## config.mk

```make
export PLATFORM = sky130hd
export DESIGN_NAME = spi_byte_sequencer
export DESIGN_NICKNAME = d
export VERILOG_FILES = /design/src/rtl/bridge_pkg.sv /design/src/rtl/byte_fifo.sv /design/src/rtl/spi_byte_sequencer.sv
export SDC_FILE = /design/constraint.sdc
export NUM_CORES = 1
export LEC_CHECK = 0
export BUFFER_PORTS_ARGS = -buffer_cell sky130_fd_sc_hd__buf_2
export CORE_ASPECT_RATIO = 0.8
export CORE_MARGIN = 2
export CORE_UTILIZATION = 60
export CTS_CLUSTER_SIZE = 24
export DETAILED_ROUTE_END_ITERATION = 10
export GPL_TIMING_DRIVEN = 0
export PLACE_DENSITY_LB_ADDON = 0.1
export REMOVE_ABC_BUFFERS = 1
export SETUP_SLACK_MARGIN = 0.02
export SYNTH_ARGS = -nofsm -noshare
export SYNTH_HDL_FRONTEND = slang
export SYNTH_SLANG_ARGS = --single-unit
export TNS_END_PERCENT = 5
```

## constraint.sdc

```tcl
create_clock -name clk -period 4.9 [get_ports clk]
set_input_delay 0.49 -clock clk [delete_from_list [all_inputs] [get_ports clk]]
set_output_delay 0.49 -clock clk [all_outputs]
set_load 0.01 [all_outputs]
```

## src/rtl/bridge_pkg.sv

```systemverilog
// rtl/bridge_pkg.sv - shared sequencer states, constants and helpers for the SPI byte bridge
package bridge_pkg;

    typedef enum logic [1:0] {
        ST_IDLE      = 2'd0,
        ST_REQ       = 2'd1,
        ST_WAIT_RX   = 2'd2,
        ST_WAIT_DONE = 2'd3
    } seq_state_t;

    // Byte returned when the host reads an empty rx FIFO.
    localparam logic [7:0] EMPTY_READ_BYTE = 8'hFF;

    localparam int DEFAULT_TIMEOUT    = 255;
    localparam int DEFAULT_FIFO_DEPTH = 4;

    // Occupancy counters must represent 0..depth inclusive.
    function automatic int level_width(input int depth);
        return $clog2(depth) + 1;
    endfunction

endpackage

```

## src/rtl/byte_fifo.sv

```systemverilog
// rtl/byte_fifo.sv - byte-wide FIFO with occupancy level, used for both tx and rx buffering
//   clk, rst          : clock, asynchronous active-high reset
//   push, push_data   : write strobe and byte
//   pop               : read strobe; head advances only when non-empty
//   head              : oldest stored byte (valid when empty=0)
//   full, empty, level: occupancy status, level in 0..DEPTH
module byte_fifo
    import bridge_pkg::*;
#(
    parameter int DEPTH = DEFAULT_FIFO_DEPTH
) (
    input  logic                            clk,
    input  logic                            rst,
    input  logic                            push,
    input  logic [7:0]                      push_data,
    input  logic                            pop,
    output logic [7:0]                      head,
    output logic                            full,
    output logic                            empty,
    output logic [level_width(DEPTH)-1:0]   level
);

    localparam int PTR_W = $clog2(DEPTH);
    localparam int LVL_W = level_width(DEPTH);

    logic [7:0]       mem [DEPTH];
    logic [PTR_W-1:0] wr_ptr;
    logic [PTR_W-1:0] rd_ptr;
    logic             do_push;
    logic             do_pop;

    assign full    = (level == LVL_W'(DEPTH));
    assign empty   = (level == '0);
    assign head    = mem[rd_ptr];
    assign do_pop  = pop && !empty;
    // A push into a full FIFO is only taken when the same-cycle pop frees a slot.
    assign do_push = push && (!full || do_pop);

    always_ff @(posedge clk) begin
        if (do_push) begin
            mem[wr_ptr] <= push_data;
        end
    end

    // DEPTH is a power of two, so natural pointer overflow gives the modulo wrap.
    always_ff @(posedge clk or posedge rst) begin
        if (rst) begin
            wr_ptr <= '0;
            rd_ptr <= '0;
            level  <= '0;
        end else begin
            if (do_push) begin
                wr_ptr <= wr_ptr + 1'b1;
            end
            if (do_pop) begin
                rd_ptr <= rd_ptr + 1'b1;
            end
            case ({do_push, do_pop})
                2'b10:   level <= level + 1'b1;
                2'b01:   level <= level - 1'b1;
                default: level <= level;
            endcase
        end
    end

endmodule

```

## src/rtl/spi_byte_sequencer.sv

```systemverilog
// rtl/spi_byte_sequencer.sv - buffers host bytes, feeds them one at a time to an SPI master, queues replies
//   clk, rst                    : clock, asynchronous active-high reset
//   wr_data, wr_valid           : host byte push into the tx FIFO
//   rd_req, rd_data, rd_valid   : host pop from the rx FIFO, answered one cycle later
//   tx_data, tx_valid, tx_ready : byte handoff to the SPI master
//   rx_data, rx_valid, spi_busy : reply byte and activity from the SPI master
//   clr_err                     : clears the sticky flags
//   tx_ovf, rx_ovf, timeout_err : sticky error flags
//   tx_level, rx_level          : FIFO occupancy
module spi_byte_sequencer
    import bridge_pkg::*;
#(
    parameter int FIFO_DEPTH = DEFAULT_FIFO_DEPTH,
    parameter int TIMEOUT    = DEFAULT_TIMEOUT
) (
    input  logic                                 clk,
    input  logic                                 rst,
    input  logic [7:0]                           wr_data,
    input  logic                                 wr_valid,
    input  logic                                 rd_req,
    output logic [7:0]                           rd_data,
    output logic                                 rd_valid,
    output logic [7:0]                           tx_data,
    output logic                                 tx_valid,
    input  logic                                 tx_ready,
    input  logic [7:0]                           rx_data,
    input  logic                                 rx_valid,
    input  logic                                 spi_busy,
    input  logic                                 clr_err,
    output logic                                 tx_ovf,
    output logic                                 rx_ovf,
    output logic                                 timeout_err,
    output logic [level_width(FIFO_DEPTH)-1:0]   tx_level,
    output logic [level_width(FIFO_DEPTH)-1:0]   rx_level
);

    localparam int               CNT_W        = $clog2(TIMEOUT + 1);
    localparam logic [CNT_W-1:0] TIMEOUT_LAST = CNT_W'(TIMEOUT - 1);

    seq_state_t       state;
    seq_state_t       state_next;
    logic [CNT_W-1:0] cnt;
    logic [CNT_W-1:0] cnt_next;
    logic             tx_valid_next;
    logic             tx_pop;
    logic             rx_push_req;
    logic             timeout_evt;
    logic             cnt_expired;

    logic [7:0]       tx_head;
    logic             tx_full;
    logic             tx_empty;
    logic             tx_push;
    logic             tx_ovf_evt;

    logic [7:0]       rx_head;
    logic             rx_full;
    logic             rx_empty;
    logic             rx_push;
    logic             rx_ovf_evt;

    // A host byte arriving at a full tx FIFO is lost even if the sequencer pops this cycle.
    assign tx_push    = wr_valid && !tx_full;
    assign tx_ovf_evt = wr_valid && tx_full;

    // The rx side lets a same-cycle host read make room for the reply byte.
    assign rx_push    = rx_push_req && (!rx_full || rd_req);
    assign rx_ovf_evt = rx_push_req && rx_full && !rd_req;

    assign cnt_expired = (cnt == TIMEOUT_LAST);

    byte_fifo #(
        .DEPTH (FIFO_DEPTH)
    ) u_tx_fifo (
        .clk       (clk),
        .rst       (rst),
        .push      (tx_push),
        .push_data (wr_data),
        .pop       (tx_pop),
        .head      (tx_head),
        .full      (tx_full),
        .empty     (tx_empty),
        .level     (tx_level)
    );

    byte_fifo #(
        .DEPTH (FIFO_DEPTH)
    ) u_rx_fifo (
        .clk       (clk),
        .rst       (rst),
        .push      (rx_push),
        .push_data (rx_data),
        .pop       (rd_req),
        .head      (rx_head),
        .full      (rx_full),
        .empty     (rx_empty),
        .level     (rx_level)
    );

    always_ff @(posedge clk or posedge rst) begin
        if (rst) begin
            state    <= ST_IDLE;
            cnt      <= '0;
            tx_valid <= 1'b0;
            tx_data  <= '0;
        end else begin
            state    <= state_next;
            cnt      <= cnt_next;
            tx_valid <= tx_valid_next;
            if (tx_pop) begin
                tx_data <= tx_head;
            end
        end
    end

    // The wait counter restarts on every state change, so REQ and WAIT_RX each
    // get a full TIMEOUT-cycle budget. A handshake on the last budget cycle wins.
    always_comb begin
        state_next    = state;
        cnt_next      = cnt;
        tx_valid_next = tx_valid;
        tx_pop        = 1'b0;
        rx_push_req   = 1'b0;
        timeout_evt   = 1'b0;
        case (state)
            ST_IDLE: begin
                if (!tx_empty && !spi_busy) begin
                    tx_pop        = 1'b1;
                    tx_valid_next = 1'b1;
                    cnt_next      = '0;
                    state_next    = ST_REQ;
                end
            end
            ST_REQ: begin
                if (tx_ready) begin
                    tx_valid_next = 1'b0;
                    cnt_next      = '0;
                    state_next    = ST_WAIT_RX;
                end else if (cnt_expired) begin
                    timeout_evt   = 1'b1;
                    tx_valid_next = 1'b0;
                    cnt_next      = '0;
                    state_next    = ST_WAIT_DONE;
                end else begin
                    cnt_next      = cnt + 1'b1;
                end
            end
            ST_WAIT_RX: begin
                if (rx_valid) begin
                    rx_push_req   = 1'b1;
                    cnt_next      = '0;
                    state_next    = ST_WAIT_DONE;
                end else if (cnt_expired) begin
                    timeout_evt   = 1'b1;
                    cnt_next      = '0;
                    state_next    = ST_WAIT_DONE;
                end else begin
                    cnt_next      = cnt + 1'b1;
                end
            end
            ST_WAIT_DONE: begin
                // Holding here until the master is idle keeps one byte in flight.
                if (!spi_busy) begin
                    state_next = ST_IDLE;
                end
            end
            default: begin
                state_next    = ST_IDLE;
                tx_valid_next = 1'b0;
                cnt_next      = '0;
            end
        endcase
    end

    always_ff @(posedge clk or posedge rst) begin
        if (rst) begin
            rd_valid <= 1'b0;
            rd_data  <= '0;
        end else begin
            rd_valid <= rd_req;
            if (rd_req) begin
                rd_data <= rx_empty ? EMPTY_READ_BYTE : rx_head;
            end
        end
    end

    // New events take priority over clr_err so nothing is lost in the clear cycle.
    always_ff @(posedge clk or posedge rst) begin
        if (rst) begin
            tx_ovf      <= 1'b0;
            rx_ovf      <= 1'b0;
            timeout_err <= 1'b0;
        end else begin
            tx_ovf      <= tx_ovf_evt  || (tx_ovf      && !clr_err);
            rx_ovf      <= rx_ovf_evt  || (rx_ovf      && !clr_err);
            timeout_err <= timeout_evt || (timeout_err && !clr_err);
        end
    end

endmodule

```

Word level (Yosys, flattened, before mapping) --
Memories as Yosys holds them, arrays and structs flattened. A register that Yosys moved wholly into a read port is not among the register bits. Index checks and enable logic that the tools add are counted.
Word-level totals: logic and storage cells 104, memories kept 2, bits of input ports 24, register bits after elaboration 37, output and inout port bits 27, memory bits (writable) 64
Cells by class: add/subtract/negate cells 9, reductions and logical operators 36, eq/ne operators 13, multiplexer cells 30
Memories:
- u_rx_fifo.mem | words 4, bits a word 8, read ports 1, clocked after memory_dff 0, wr ports 1, line byte_fifo.sv:26 | logic [7:0] mem [DEPTH];
- u_tx_fifo.mem | words 4, bits a word 8, read ports 1, clocked after memory_dff 1, wr ports 1, line byte_fifo.sv:26
Operators with widths (count):
- $mux W8 | 5
- $pmux W8 S3 | 1
- $mux W1 | 14
- $logic_and A1 B1 Y1 | 13
- $pmux W3 S2 | 2
- $mux W2 | 5
- $add A2 B1 Y2 const B | 4
- $add A8 B1 Y8 const B | 1
- $eq A2 B2 Y1 const B | 4
- $eq A8 B8 Y1 const B | 1
- $pmux W2 S4 | 1
- $logic_not A1 Y1 | 7
- $add A3 B1 Y3 const B | 2
- $eq A2 B1 Y1 const B | 3
- $eq A3 B3 Y1 const B | 2
- $logic_not A3 Y1 | 2
- $logic_or A1 B1 Y1 | 6
- $reduce_bool A2 Y1 | 3
- $sub A3 B1 Y3 const B | 2
- $ne A2 B2 Y1 const B | 2
- $pmux W1 S2 | 2
- $reduce_and A2 Y1 | 2
- $ne A3 B3 Y1 const B | 1
- $reduce_and A3 Y1 | 1
- other kinds (2) | 2

Depth between registers and ports, before layout --
Gate-level depths: netlist (run 1).
word-level depth 10, depth in mapped cells 12, mapped depth without buffers 11

Hierarchy --
A second synthesis (run 1) with hierarchy kept.
Unflattened totals: cells, all modules 298, area total of the unflattened synthesis 4700.8 µm²
Modules (own cells, without submodules):
- byte_fifo | cells each 81, times used 2, sequential area each 1136.1 µm², area an instance 1591.5 µm²
- spi_byte_sequencer | cells each 136, times used 1, sequential area each 775.7 µm², area an instance 1517.7 µm²

Worst setup path before layout (run 1) --
OpenSTA, ideal clock, no wires.
path kind input -> register, start point in rd_req, end point reg u_rx_fifo.level[2], library setup time 0.079 ns, path buffers 2, stages 11, setup slack 2.403 ns, data arrival time 2.418 ns, data required time 4.821 ns, cells stage by stage buf_2 > or4b_1 > nor2b_1 > clkbuf_1 > inv_1 > ha_1 > inv_1 > fa_1 > xor2_1 > nor2_1 > xor2_1
On the way: longest elaborated chain between the ends 5, elaborated cells between the ends (all ways) 9, classes of those cells eq/ne (2); mux (1); reduce/logical (6)
RTL lines:
- start, declared | line spi_byte_sequencer.sv:20 | input logic rd_req,
- $logic_or A1 B1 Y1 or $logic_and A1 B1 Y1 (tied branches) | line spi_byte_sequencer.sv:67, byte_fifo.sv:35
- $logic_and A1 B1 Y1 or $logic_or A1 B1 Y1 (tied branches) | line spi_byte_sequencer.sv:67, byte_fifo.sv:37
- $logic_and A1 B1 Y1 | line byte_fifo.sv:37 | assign do_push = push && (!full || do_pop);
- $eq A2 B1 Y1 or $eq A2 B2 Y1 (tied branches) | line byte_fifo.sv:58 | case ({do_push, do_pop})
- $pmux W3 S2 or $reduce_bool A2 Y1 (tied branches)
- end signal, assigned | line byte_fifo.sv:59 | 2'b10: level <= level + 1'b1;
- end signal, assigned | line byte_fifo.sv:60 | 2'b01: level <= level - 1'b1;
- end signal, assigned | line byte_fifo.sv:61 | default: level <= level;
- end, declared | line byte_fifo.sv:20 | output logic [level_width(DEPTH)-1:0] level
Several ways; a longest one is shown, not always the timed one. A chain may end at the register's enable or synchronous reset.

Final worst setup path (run 1) --
start point reg state[0], end point reg u_rx_fifo.level[2]
On the way: longest elaborated chain between the ends 6, elaborated cells between the ends (all ways) 8, classes of those cells eq/ne (3); mux (2); reduce/logical (3)
RTL lines:
- start, declared | line spi_byte_sequencer.sv:40 | seq_state_t state;
- start signal, assigned | line spi_byte_sequencer.sv:107 | state <= state_next;
- $eq A2 B2 Y1 (*) | line spi_byte_sequencer.sv:125 | case (state)
- $mux W1 (*) | line spi_byte_sequencer.sv:125
- $logic_and A1 B1 Y1 (*) | line spi_byte_sequencer.sv:67 | assign rx_push = rx_push_req && (!rx_full || rd_req);
- $logic_and A1 B1 Y1 (*) | line byte_fifo.sv:37
- $eq A2 B1 Y1 or $eq A2 B2 Y1 (tied branches) | line byte_fifo.sv:58
- $pmux W3 S2 or $reduce_bool A2 Y1 (tied branches)
Mark *: on every way between the ends. The rest lies on a longest branch, timed or not.

==> results of run 1 <==
-- synthesized netlist by cell type, types with 3 or more instances --
cell type / instances
sky130_fd_sc_hd__xnor2_1: 7
sky130_fd_sc_hd__xor2_1: 5
sky130_fd_sc_hd__edfxtp_1: 64
sky130_fd_sc_hd__and2_1: 9
sky130_fd_sc_hd__dfrtp_1: 45
sky130_fd_sc_hd__nand2_1: 8
sky130_fd_sc_hd__nor2_1: 6
sky130_fd_sc_hd__a22o_1: 3
sky130_fd_sc_hd__nand3_1: 5
sky130_fd_sc_hd__nor3_1: 4
sky130_fd_sc_hd__mux4_2: 16
sky130_fd_sc_hd__inv_1: 21
sky130_fd_sc_hd__o31ai_1: 6
sky130_fd_sc_hd__o22a_1: 8
sky130_fd_sc_hd__o21ai_0: 8
sky130_fd_sc_hd__mux2_2: 9
sky130_fd_sc_hd__ha_1: 18
sky130_fd_sc_hd__buf_2: 4
sky130_fd_sc_hd__nor2b_1: 4
sky130_fd_sc_hd__mux2i_1: 3
-- cell families after synthesis --
| family | count (synthesis) | synth area share |
|---|---|---|
| adders and majority gates | 20 | 0.05761 |
| DFF | 109 | 0.6620 |
| buffers and inverters | 29 | 0.02636 |
| muxes | 28 | 0.1068 |
| xor gates and xnor gates | 12 | 0.02283 |
| AOI/OAI and AO/OA | 41 | 0.06576 |
| and+or+nand+nor | 47 | 0.05870 |
-- critical path, delay by kind of cell (launching register included) --
family	cells	cell delay (ps)
and+or+nand+nor	3	720
adders and majority gates	3	650
DFF	1	440
buffers and inverters	3	320
xor gates and xnor gates	2	290
-- where the power goes --
group | total [mW] | internal [mW] | switching (mW)
registers | 1.38 | 1.19 | 0.188
logic | 0.907 | 0.457 | 0.450
clock network | 0.543 | 0.208 | 0.336
total | 2.83 | 1.86 | 0.973
-- final cells by class --
cell class,instances,area share
Sequential cell,109,0.5859
Tap cell,105,0.02525
Multi-Input combinational cell,148,0.2768
Inverter,21,0.01515
Timing Repair Buffer,53,0.05604
Clock inverter,7,0.01708
Clock buffer,9,0.02381
-- layer usage --
metal,up-vias,track usage
met5,-,0
met4,0,0.04800
met3,6,0.06902
met2,49,0.3283
met1,1255,0.2667
li1,1183,-
-- flip-flops by register name, summed over array words and instances, names as in the netlist, 2 cells and up --
register and flops:
u_rx_fifo.mem 32, u_tx_fifo.mem 32, cnt 8, rd_data 8, tx_data 8, u_rx_fifo.level 3
u_tx_fifo.level 3, state 2, u_rx_fifo.rd_ptr 2, u_rx_fifo.wr_ptr 2, u_tx_fifo.rd_ptr 2, u_tx_fifo.wr_ptr 2
-- worst paths after layout --
kind | startpoint | to | slack, ps
max | state[0] | u_rx_fifo.level[2] | 2380
min | rx_data[4] | u_rx_fifo.mem[2][4] | 320
max reg2reg | state[0] | u_rx_fifo.level[2] | 2380
min reg2reg | rd_data[4] | rd_data[4] | 510
max in group asynchronous | rst | tx_data[2] | 3910
min in group asynchronous | rst | u_tx_fifo.level[1] | 550
-- through the flow --
stage | area, um^2 | hold slack [ps]
3_3_place_gp | 4943 | 477.0
2_1_floorplan | 4562 | 472.7
5_1_grt | 5202 | 291.5
4_1_cts | 5202 | 305.7
6_report | 5202 | 322.0
3_5_place_dp | 4980 | 396.5
==> reports/results.md, run 1 <==
| Group | Metric | Reported |
| --- | --- | --- |
| synth | Summed instance area of the synthesized netlist | 4604 um^2 |
| timing | Time the final worst path needs with I/O delays and setup | 2518 ps |
| floorplanning | Die area | 8395 um^2 |
| synth | Mapped Cells | 286 |
| placement | Worst Setup Slack post-DPL | 2266 ps |
| grt | Largest net degree at the start of global routing | 40 |
| floorplanning | Area inside the core boundary | 7427 um^2 |
| worst setup path | Max incr delay on CP | 540 ps |
| worst setup path | Most common cell type on the critical path | sky130_fd_sc_hd__inv_1 |
| timing | Setup TNS after final layout | 0 ps |
| run status | Result of the run | finished, final reports clean |
| timing | Setup clock skew after layout | 15.52 ps |
| worst setup path | Worst path cell trace | inv_1 -> ha_1 -> nand2_1 -> nor2b_1 -> inv_1 -> ha_1 -> inv_1 -> fa_1 -> xor2_1 -> nor2_1 -> xor2_1 |
| clocking | Cts-stage hold buffer count | 1 |
| grt | Antenna violations before repair | 0 |
| routing | Met3 wirelength from detailed routing | 291 um |
| routing | Routed length on met1 | 3594 um |
| synth | Flip-flop and latch count after synthesis | 109 |
| pwr | PD cells | 544.6 nW/um^2 |
| clocking | Total number of clock tree sinks | 109 |
| routing | Number of DRC markers in iteration 0 | 99 |
| finish | Commonest non-fill, non-tap cell in the layout | sky130_fd_sc_hd__edfxtp_1 |
| worst setup path | Reg2reg path depth | 11 |
| finish | Final std cells w/o fill | 452 |
| grt | All-layer global routing usage | 0.2017 |
| routing | Average vias per placed instance | 5.515 |
| synth | Cell type with the highest aggregate area in the netlist | sky130_fd_sc_hd__edfxtp_1 |
| pwr | IR Drop Worst-Case VDD | 0.0002569 V |
| routing | Met2 wirelength from detailed routing | 3773 um |
| worst setup path | Data required time at the worst endpoint | 5160 ps |
| clocking | Post-CTS resize count | 0 |
| timing | Achievable frequency | 0.3971 GHz |
| grt | Wire length of the first global-routing pass | 12350 um |
| min path | Hold Path Depth | 1 |
| worst setup path | Arrival time at the worst endpoint | 2780 ps |
| clocking | Number of buffers created by CTS | 9 |
| grt | Number of global-route vias before repair | 2506 |
| worst setup path | Crit path launch type | flop |
| pwr | P_leak | 2.056 nW |
| routing | Post-route DRC | 0 |
| synth | Proportion of synthesized chip area in sequential cells | 0.6620 |
| clocking | H-tree depth | 3 |
| synth | Most used flip-flop cell after synthesis | sky130_fd_sc_hd__edfxtp_1 |
| placement | Number of placed cells counting well taps | 435 |
| clocking | # Post-CTS Setup Buffers | 0 |
| finish | Final net count | 386 |
| floorplanning | Effective utilization at floorplan | 0.6199 |
| timing | Max-slew headroom | 0.4873 |
| floorplanning | I/O pin count | 51 |
| clocking | TritonCTS clock tree | yes |
| timing | Final Slew Violations | 0 |
| timing | Unrepaired setup endpoints after global routing | false |
| finish | Antenna diode instance count | 0 |
| routing | Total number of vias | 2493 |
| clocking | Buffers from clock root to sink, at most | 2 |
| worst setup path | Critical path type | reg2reg |
| pwr | Total design power | 2.833 mW |
| finish | Most frequent cells in the layout | sky130_fd_sc_hd__edfxtp_1 (64), sky130_fd_sc_hd__buf_2 (50), sky130_fd_sc_hd__dfrtp_1 (45) |
| placement | Count of buffers inserted at the top-level ports | 50 |
| finish | Final core utilization | 0.7005 |
| synth | Share of flip-flops with an asynchronous set or reset | 0.4128 |
| synth | Yosys top cell area share | 0.4174 |
| placement | GP Congestion | 0.7985 |
| timing | Setup slack after layout | 2382 ps |
| clocking | Root Buffer | sky130_fd_sc_hd__clkbuf_8 |
| finish | Register Area | 3048 um^2 |
| run | Maximum capacitance violations | 0 |
| finish | Fill cells | 523 |
| worst setup path | Endpoint class of the critical path | flop |
| synth | Count of distinct cell types in the synthesized netlist | 45 |
| worst setup path | Slowest library cell on the worst path | sky130_fd_sc_hd__nor2b_1 |
| clocking | Clock transition time at the flip-flop clock pins of the worst setup and hold paths | 120 ps |
| synth | Count of warnings emitted by yosys | 0 |
| finish | Share of post-route cells with drive strength above 1 | 0.2882 |
| floorplanning | Core Rows | 28 |
| grt | Total congestion overflow after global routing | 0 |
| worst setup path | Top fanout value on the critical path | 8 |
| timing | Period Utilization, post-route | 0.5139 |
| placement | Half-perimeter wire length of the detailed placement result | 5528 um |
| clocking | Source-to-sink clock delay at the later pin of the worst-skew pair | 370 ps |
| synth | Top area cells in the synthesized netlist | sky130_fd_sc_hd__edfxtp_1 (42%), sky130_fd_sc_hd__dfrtp_1 (24%), sky130_fd_sc_hd__mux4_2 (7.8%) |
| floorplanning | DIE HEIGHT | 82.36 um |
| routing | DRT Wirelength | 7732 um |
| timing | Total setup violations reported at the end of the flow | 0 |
| floorplanning | Horizontal die dimension | 101.9 um |
| routing | Post-route antenna net violation count | 0 |
| synth | Synthesized area per cell | 16.10 um^2 |
| timing | Final Hold Viols | 0 |
| routing | Top layer in use | met4 |
| finish | Multi-input gate area in the final layout | 1440 um^2 |
| routing | Wirelength per Cell | 17.11 um |
| synth | Post-synth EDFFs | 64 |
| finish | Layout Area Growth over Synthesis | 12.99% |
| min path | HP Class | in2reg |
| timing | Transition time of the tightest slew-check pin | 764.5 ps |
| routing | Initial DRT Pass Iterations | 4 |
Note: power is estimated with default switching activity, not from simulation.
==> run 2: changes to the inputs <==
--- a/config.mk
+++ b/config.mk
@@ -8,7 +8,7 @@
 export BUFFER_PORTS_ARGS = -buffer_cell sky130_fd_sc_hd__buf_2
 export CORE_ASPECT_RATIO = 0.8
 export CORE_MARGIN = 2
-export CORE_UTILIZATION = 60
+export CORE_UTILIZATION = 58
 export CTS_CLUSTER_SIZE = 24
 export DETAILED_ROUTE_END_ITERATION = 10
 export GPL_TIMING_DRIVEN = 0
==> constraint.sdc (replaced) <==
create_clock -name clk -period 2.49 [get_ports clk]
set_input_delay 0.249 -clock clk [delete_from_list [all_inputs] [get_ports clk]]
set_output_delay 0.249 -clock clk [all_outputs]
set_load 0.01 [all_outputs]
==> run 2 against run 1 <==
Against the previous run: register-to-register slack got worse by 2200 ps; combinational power rose by 97%; largest power group unchanged; critical path depth fell by 2; critical path type unchanged; final cell count rose by 1.1%; flip-flop and latch count did not move; sequential power rose by 98%; via count fell by 0.32%.
==> reports/results.md, run 2 (synthesized netlist as in run 1, its figures left out) <==
| Group | Metric | Reported | vs previous |
| --- | --- | --- | --- |
| finish | Multi-input gate area in the final layout | 1465 um^2 | +1.7% |
| worst setup path | Data required time at the worst endpoint | 2790 ps | -2370 ps |
| placement | GP Congestion | 0.8347 | +4.5% |
| clocking | Root Buffer | sky130_fd_sc_hd__clkbuf_8 |  |
| worst setup path | Worst path depth | 9 | -2 |
| floorplanning | Die area | 8672 um^2 | +3.3% |
| pwr | IR Drop Worst-Case VDD | 0.0004601 V | +79% |
| timing | Max-slew headroom | 0.5707 | +0.08346 |
| pwr | P_leak | 2.062 nW | +0.30% |
| timing | Transition time of the tightest slew-check pin | 637.2 ps | -127.3 ps |
| pwr | Total design power | 5.528 mW | +95% |
| worst setup path | Worst path cell trace | or4b_1 -> nor2b_4 -> inv_1 -> ha_1 -> inv_1 -> fa_1 -> xor2_1 -> nor2_1 -> xor2_1 |  |
| finish | Commonest non-fill, non-tap cell in the layout | sky130_fd_sc_hd__edfxtp_1 |  |
| worst setup path | Top fanout value on the critical path | 8 | unchanged |
| worst setup path | Arrival time at the worst endpoint | 2630 ps | -150 ps |
| routing | Post-route antenna net violation count | 0 | unchanged |
| routing | DRT Wirelength | 7237 um | -6.4% |
| clocking | Buffers from clock root to sink, at most | 2 | unchanged |
| pwr | Register share of total power | 0.493 | +0.005 |
| floorplanning | Core Rows | 29 | +3.6% |
| timing | Unrepaired setup endpoints after global routing | false |  |
| placement | Dpl cell area | 4984 um^2 | about the same |
| run | Maximum capacitance violations | 0 | unchanged |
| floorplanning | I/O pin count | 51 | unchanged |
| routing | Total number of vias | 2485 | -0.32% |
| grt | Total congestion overflow after global routing | 0 | unchanged |
| placement | Count of buffers inserted at the top-level ports | 50 | unchanged |
| run status | Result of the run | finished, final reports clean |  |
| clocking | Total number of clock tree sinks | 109 | unchanged |
| floorplanning | Effective utilization at floorplan | 0.5902 | -0.02973 |
| grt | Number of global-route vias before repair | 2411 | -3.8% |
| finish | Most frequent cells in the layout | sky130_fd_sc_hd__edfxtp_1 (64), sky130_fd_sc_hd__buf_2 (50), sky130_fd_sc_hd__dfrtp_1 (43) |  |
| pwr | Internal power | 3.679 mW | +98% |
| timing | Setup TNS after final layout | 0 ps | unchanged |
| pwr | Net switching power | 1.849 mW | +90% |
| finish | Final net count | 388 | +0.52% |
| routing | Initial DRT Pass Iterations | 4 | unchanged |
| grt | Antenna violations before repair | 0 | unchanged |
| worst setup path | Crit path from | u_rx_fifo.level[1] |  |
| timing | Final Slew Violations | 0 | unchanged |
| finish | Fill cells | 565 | +8.0% |
| pwr | Clock network fraction of design power | 0.183 | -0.009 |
| worst setup path | Crit path launch type | flop |  |
| finish | Register Area | 3050 um^2 | about the same |
| pwr | PD cells | 1057 nW/um^2 | +94% |
| clocking | Clock transition time at the flip-flop clock pins of the worst setup and hold paths | 110 ps | about the same |
| pwr | Switching part of the total | 0.3345 | -0.009068 |
| worst setup path | Reg2reg path depth | 9 | -2 |
| grt | Largest net degree at the start of global routing | 26 | -35% |
| worst setup path | Worst path top cell family by delay | simple AND/OR/NAND/NOR gates |  |
| timing | Final Hold Viols | 0 | unchanged |
| worst setup path | Max incr delay on CP | 550 ps | about the same |
| worst setup path | Slowest library cell on the worst path | sky130_fd_sc_hd__or4b_1 |  |
| timing | Period Utilization, post-route | 0.9369 | +0.4230 |
| grt | Wire length of the first global-routing pass | 11950 um | -3.2% |
| finish | Share of post-route cells with drive strength above 1 | 0.3095 | +0.02127 |
| worst setup path | Worst R2R Start | u_rx_fifo.level[1] |  |
| timing | Time the final worst path needs with I/O delays and setup | 2333 ps | -185.3 ps |
| clocking | Source-to-sink clock delay at the later pin of the worst-skew pair | 370 ps | about the same |
| timing | Setup clock skew after layout | 8.699 ps | -6.819 ps |
| clocking | Number of buffers created by CTS | 9 | unchanged |
| placement | Half-perimeter wire length of the detailed placement result | 5081 um | -8.1% |
| routing | Wirelength per Cell | 15.84 um | -7.4% |
| routing | Average vias per placed instance | 5.438 | -1.4% |
| floorplanning | DIE HEIGHT | 83.69 um | +1.6% |
| clocking | TritonCTS clock tree | yes |  |
| worst setup path | Capture point of the critical path | u_rx_fifo.level[2] |  |
| worst setup path | Slack of the worst reg-to-reg path | 160 ps | -2220 ps |
| worst setup path | RR Endpoint | u_rx_fifo.level[2] |  |
| min path | HP Class | in2reg |  |
| finish | Largest registers ranked by flip-flop count | u_rx_fifo.mem: 32 flops, u_tx_fifo.mem: 32 flops |  |
| finish | Layout Area Growth over Synthesis | 13.56% |  |
| worst setup path | Critical path type | reg2reg |  |
| clocking | H-tree depth | 3 | unchanged |
| floorplanning | Area inside the core boundary | 7801 um^2 | +5.0% |
| finish | Antenna diode instance count | 0 | unchanged |
| grt | All-layer global routing usage | 0.1815 | -0.02013 |
| pwr | Share of total power in combinational logic | 0.324 | +0.004 |
| floorplanning | Horizontal die dimension | 103.6 um | +1.6% |
| worst setup path | Endpoint class of the critical path | flop |  |
| finish | Post-route cell area | 5229 um^2 | +0.50% |
| worst setup path | Worst Path Buf+Inv | 2 | -1 |
| timing | Total setup violations reported at the end of the flow | 0 | unchanged |
| routing | Number of DRC markers in iteration 0 | 74 | -25% |
| timing | Achievable frequency | 0.4287 GHz | +7.9% |
| routing | Post-route DRC | 0 | unchanged |
==> run 2: changes by cell type in the layout (fill, tap and decap cells not counted), sizes merged <==
cell / previous run / this run
clkinv: 4 / 3
buf: 52 / 54
clkinvlp: 0 / 1
==> run 2: timing repair <==
item	4_1_cts	5_1_grt
gates cloned	0	0
hold buffers	1	0
resized for setup	1	8
setup endpoints to repair	1	3
setup buffers	0	2
endpoints found under the hold margin	20	0
==> run 2: worst min path at each step <==
stage	from	end	slack [ps]	cells past startpoint
2_1_floorplan	rd_req	rd_valid	280	0
3_3_place_gp	rx_data[7]	u_rx_fifo.mem[2][7]	460	1
3_5_place_dp	rst	u_tx_fifo.level[0]	290	2
4_1_cts	rx_data[4]	u_rx_fifo.mem[3][4]	70	1
5_1_grt	rx_data[6]	u_rx_fifo.mem[1][6]	60	1
6_report	rx_data[7]	u_rx_fifo.mem[0][7]	80	1
==> run 2: layout make-up <==
cell class                      count  share of cell area
Clock inverter                      7             0.01316
Inverter                           21             0.01508
Clock buffer                        9             0.02369
Multi-Input combinational cell    148              0.2802
Sequential cell                   109              0.5834
Timing Repair Buffer               55             0.05863
Tap cell                          108             0.02584
==> run 2: metal layers <==
layer | up-vias | wire length (um) | global-route usage
li1 | 1185 | - | -
met1 | 1245 | 3358 | 0.2426
met2 | 44 | 3520 | 0.2932
met3 | 11 | 254 | 0.05152
met4 | 0 | 104 | 0.05897
met5 | - | 0 | 0
==> run 2: worst register-to-register path, delay by kind of cell, from the launching register on <==
| kind | cells | cell delay [ps] |
|---|---|---|
| adder cells (fa/ha/maj) | 2 | 540 |
| buffers and inverters | 2 | 130 |
| flip-flops | 1 | 450 |
| AND/OR/NAND/NOR | 3 | 850 |
| XOR/XNOR | 2 | 300 |
==> run 2: power by group through the flow <==
stage          logic [mW]  clock network (mW)  registers [mW]
2_1_floorplan        1.16                   0            2.78
3_3_place_gp         1.68                   0            2.76
3_5_place_dp         1.74                   0            2.78
4_1_cts              1.75                1.04            2.73
5_1_grt              1.99                1.12            2.80
6_report             1.79                1.01            2.73
==> run 2: through the flow <==
| step | instances | setup WS (ps) | hold slack, ps | utilization |
|---|---|---|---|---|
| floorplan | 278 | -379.3 | 280.4 | - |
| global placement | 436 | -1011 | 462.7 | 0.6342 |
| detailed placement | 438 | 52.27 | 289.2 | 0.6388 |
| CTS | 455 | 48.76 | 68.14 | 0.6651 |
| global route | 457 | 38.68 | 62.12 | 0.6702 |
| finish | 457 | 157.1 | 84.24 | 0.6702 |
==> run 3: changes to the inputs <==
--- a/config.mk
+++ b/config.mk
@@ -13,7 +13,6 @@
 export DETAILED_ROUTE_END_ITERATION = 10
 export GPL_TIMING_DRIVEN = 0
 export PLACE_DENSITY_LB_ADDON = 0.1
-export REMOVE_ABC_BUFFERS = 1
 export SETUP_SLACK_MARGIN = 0.02
 export SYNTH_ARGS = -nofsm -noshare
 export SYNTH_HDL_FRONTEND = slang
==> run 3 against run 2 <==
Against the previous run: maximum frequency grew 0.81%; sequential power is 5% lower; final cell count rose by 2.2%; total power is 0.88% higher; sequential share of layout area shrank 0.65 points; clock skew increased by 3.9 ps; critical path depth is the same; first-iteration DRC count is 28% higher; via count up 1.4%; worst hold slack better by 5.1 ps; critical path type unchanged; largest cell class unchanged; largest power group unchanged; highest routed layer unchanged.
==> reports/results.md, run 3 (synthesized netlist as in run 1, its figures left out) <==
| Group | Metric | Reported | vs previous |
| --- | --- | --- | --- |
| worst setup path | Endpoint class of the critical path | flop |  |
| floorplanning | I/O pin count | 51 | unchanged |
| min path | HP Class | in2reg |  |
| pwr | PD cells | 1055 nW/um^2 | -0.25% |
| grt | Largest net degree at the start of global routing | 38 | +46% |
| floorplanning | Horizontal die dimension | 103.6 um | unchanged |
| run status | Result of the run | finished, final reports clean |  |
| worst setup path | Critical path type | reg2reg |  |
| routing | Post-route DRC | 0 | unchanged |
| run | Maximum capacitance violations | 0 | unchanged |
| timing | Time the final worst path needs with I/O delays and setup | 2314 ps | -18.66 ps |
| synth | Net count of the mapped netlist | 330 |  |
| grt | Wire length of the first global-routing pass | 12450 um | +4.2% |
| timing | Max-slew headroom | 0.5459 | -0.02482 |
| worst setup path | Worst path cell trace | or4b_4 -> nor2b_2 -> inv_1 -> ha_2 -> inv_1 -> fa_2 -> xor2_1 -> nor2_1 -> xor2_1 |  |
| floorplanning | Area inside the core boundary | 7801 um^2 | unchanged |
| clocking | Number of buffers created by CTS | 9 | unchanged |
| routing | Wirelength per Cell | 15.97 um | +0.83% |
| clocking | TritonCTS clock tree | yes |  |
| timing | Setup clock skew after layout | 12.61 ps | +3.910 ps |
| floorplanning | Die area | 8672 um^2 | unchanged |
| timing | Setup slack after layout | 175.8 ps | +18.66 ps |
| grt | All-layer global routing usage | 0.1857 | +0.004177 |
| grt | Total congestion overflow after global routing | 0 | unchanged |
| timing | Total setup violations reported at the end of the flow | 0 | unchanged |
| worst setup path | Slowest library cell on the worst path | sky130_fd_sc_hd__or4b_4 |  |
| timing | Period Utilization, post-route | 0.9294 | -0.007496 |
| placement | Half-perimeter wire length of the detailed placement result | 5133 um | +1.0% |
| timing | Transition time of the tightest slew-check pin | 674.0 ps | +36.84 ps |
| grt | Met1 usage in global routing | 0.2492 | +0.006586 |
| pwr | P_leak | 2.092 nW | +1.5% |
| placement | Count of buffers inserted at the top-level ports | 50 | unchanged |
| placement | GP Congestion | 0.8040 | -3.7% |
| placement | Worst Setup Slack post-DPL | -131.2 ps | -183.5 ps |
| timing | Final Hold Viols | 0 | unchanged |
| worst setup path | Crit path launch type | flop |  |
| timing | Final Slew Violations | 0 | unchanged |
| worst setup path | Arrival time at the worst endpoint | 2610 ps | -20 ps |
| finish | Antenna diode instance count | 0 | unchanged |
| timing | Achievable frequency | 0.4321 GHz | +0.81% |
| finish | Layout Area Growth over Synthesis | 14.84% |  |
| worst setup path | Worst path top cell family by delay | simple AND/OR/NAND/NOR gates |  |
| routing | Total number of vias | 2521 | +1.4% |
| routing | Post-route antenna net violation count | 0 | unchanged |
| floorplanning | Core Rows | 29 | unchanged |
| finish | Final net count | 398 | +2.6% |
| finish | Share of post-route cells with drive strength above 1 | 0.3259 | +0.01645 |
| grt | Global routing usage on met2 | 0.3034 | +0.01023 |
| floorplanning | Effective utilization at floorplan | 0.5902 | unchanged |
| worst setup path | Top fanout value on the critical path | 8 | unchanged |
| finish | Commonest non-fill, non-tap cell in the layout | sky130_fd_sc_hd__edfxtp_1 |  |
| finish | Most frequent cells in the layout | sky130_fd_sc_hd__edfxtp_1 (64), sky130_fd_sc_hd__buf_2 (53), sky130_fd_sc_hd__dfrtp_1 (43) |  |
| grt | Busiest grt layer | met2 |  |
| clocking | Buffers from clock root to sink, at most | 2 | unchanged |
| clocking | H-tree depth | 3 | unchanged |
| finish | Final core utilization | 0.6778 | +0.007538 |
| timing | Setup TNS after final layout | 0 ps | unchanged |
| clocking | Clock transition time at the flip-flop clock pins of the worst setup and hold paths | 100 ps | about the same |
| pwr | IR Drop Worst-Case VDD | 0.0004309 V | -6.4% |
| clocking | Root Buffer | sky130_fd_sc_hd__clkbuf_8 |  |
| clocking | Source-to-sink clock delay at the later pin of the worst-skew pair | 360 ps | about the same |
| worst setup path | Worst Path Buf+Inv | 2 | unchanged |
| clocking | Total number of clock tree sinks | 109 | unchanged |
| routing | Average vias per placed instance | 5.398 | -0.72% |
| floorplanning | DIE HEIGHT | 83.69 um | unchanged |
| worst setup path | Data required time at the worst endpoint | 2780 ps | about the same |
| grt | Number of global-route vias before repair | 2591 | +7.5% |
| finish | Largest registers ranked by flip-flop count | u_rx_fifo.mem: 32 flops, u_tx_fifo.mem: 32 flops |  |
| grt | GR Layer Usage met3 | 0.04996 | -0.001561 |
| grt | Antenna violations before repair | 0 | unchanged |
| worst setup path | Max incr delay on CP | 550 ps | about the same |
| routing | Number of DRC markers in iteration 0 | 95 | +28% |
| routing | DRT Wirelength | 7457 um | +3.0% |
| routing | Initial DRT Pass Iterations | 4 | unchanged |
[run 3: changes by cell type in the layout (fill, tap and decap cells not counted), sizes merged]
cell | before | now
clkbuf | 9 | 10
clkinvlp | 1 | 0
buf | 54 | 63
dlygate4sd3 | 1 | 2
[run 3: area by class of cell]
class	count	area (um^2)
clock inverter	6	53.80
sequential	109	3050
buffer	7	45.04
timing repair buffer	58	327.8
tap	108	135.1
inverter	21	78.83
clock buffer	10	127.6
fill	549	2514
multi-input combinational	148	1469
[run 3: stage by stage]
step	std cells	hold slack [ps]	instance area [um^2]	total power [mW]
6_report	467	89.39	5288	5.577
5_1_grt	467	73.30	5288	5.967
4_1_cts	463	71.90	5226	5.532
3_5_place_dp	445	173.2	5010	4.540
3_3_place_gp	444	368.1	4990	4.473
2_1_floorplan	286	280.4	4604	3.976
[run 3: per-layer routing]
| metal | vias to the layer above | wire length [um] |
|---|---|---|
| met1 | 1256 | 3410 |
| li1 | 1206 | - |
| met3 | 9 | 279 |
| met2 | 50 | 3678 |
| met4 | 0 | 89 |
| met5 | - | 0 |
[run 3: report_power, final]
part           internal [mW]  leakage [nW]  switching, mW
combinational          0.985         0.873           1.02
clock                  0.384        0.0947          0.597
sequential              2.36          1.12          0.231
total                   3.73          2.09           1.85
[run 3: repair_timing]
item                                    CTS  global route
buffers inserted                          0             5
hold buffers                              2             0
endpoints found under the setup margin    2             2
endpoints found under the hold margin     9             0
resized for setup                         5            11
pin swaps                                 0             1
[run 3: final timing paths]
path                                 endpoint  slack (ps)                from  cells past startpoint
max                        u_rx_fifo.level[2]         180  u_rx_fifo.level[0]                      9
min                               timeout_err          90             clr_err                      2
max reg2reg                u_rx_fifo.level[2]         180  u_rx_fifo.level[0]                      9
min reg2reg                        rd_data[6]         500          rd_data[6]                      1
max in group asynchronous  u_rx_fifo.level[0]        1680                 rst                      4
min in group asynchronous              tx_ovf         330                 rst                      3
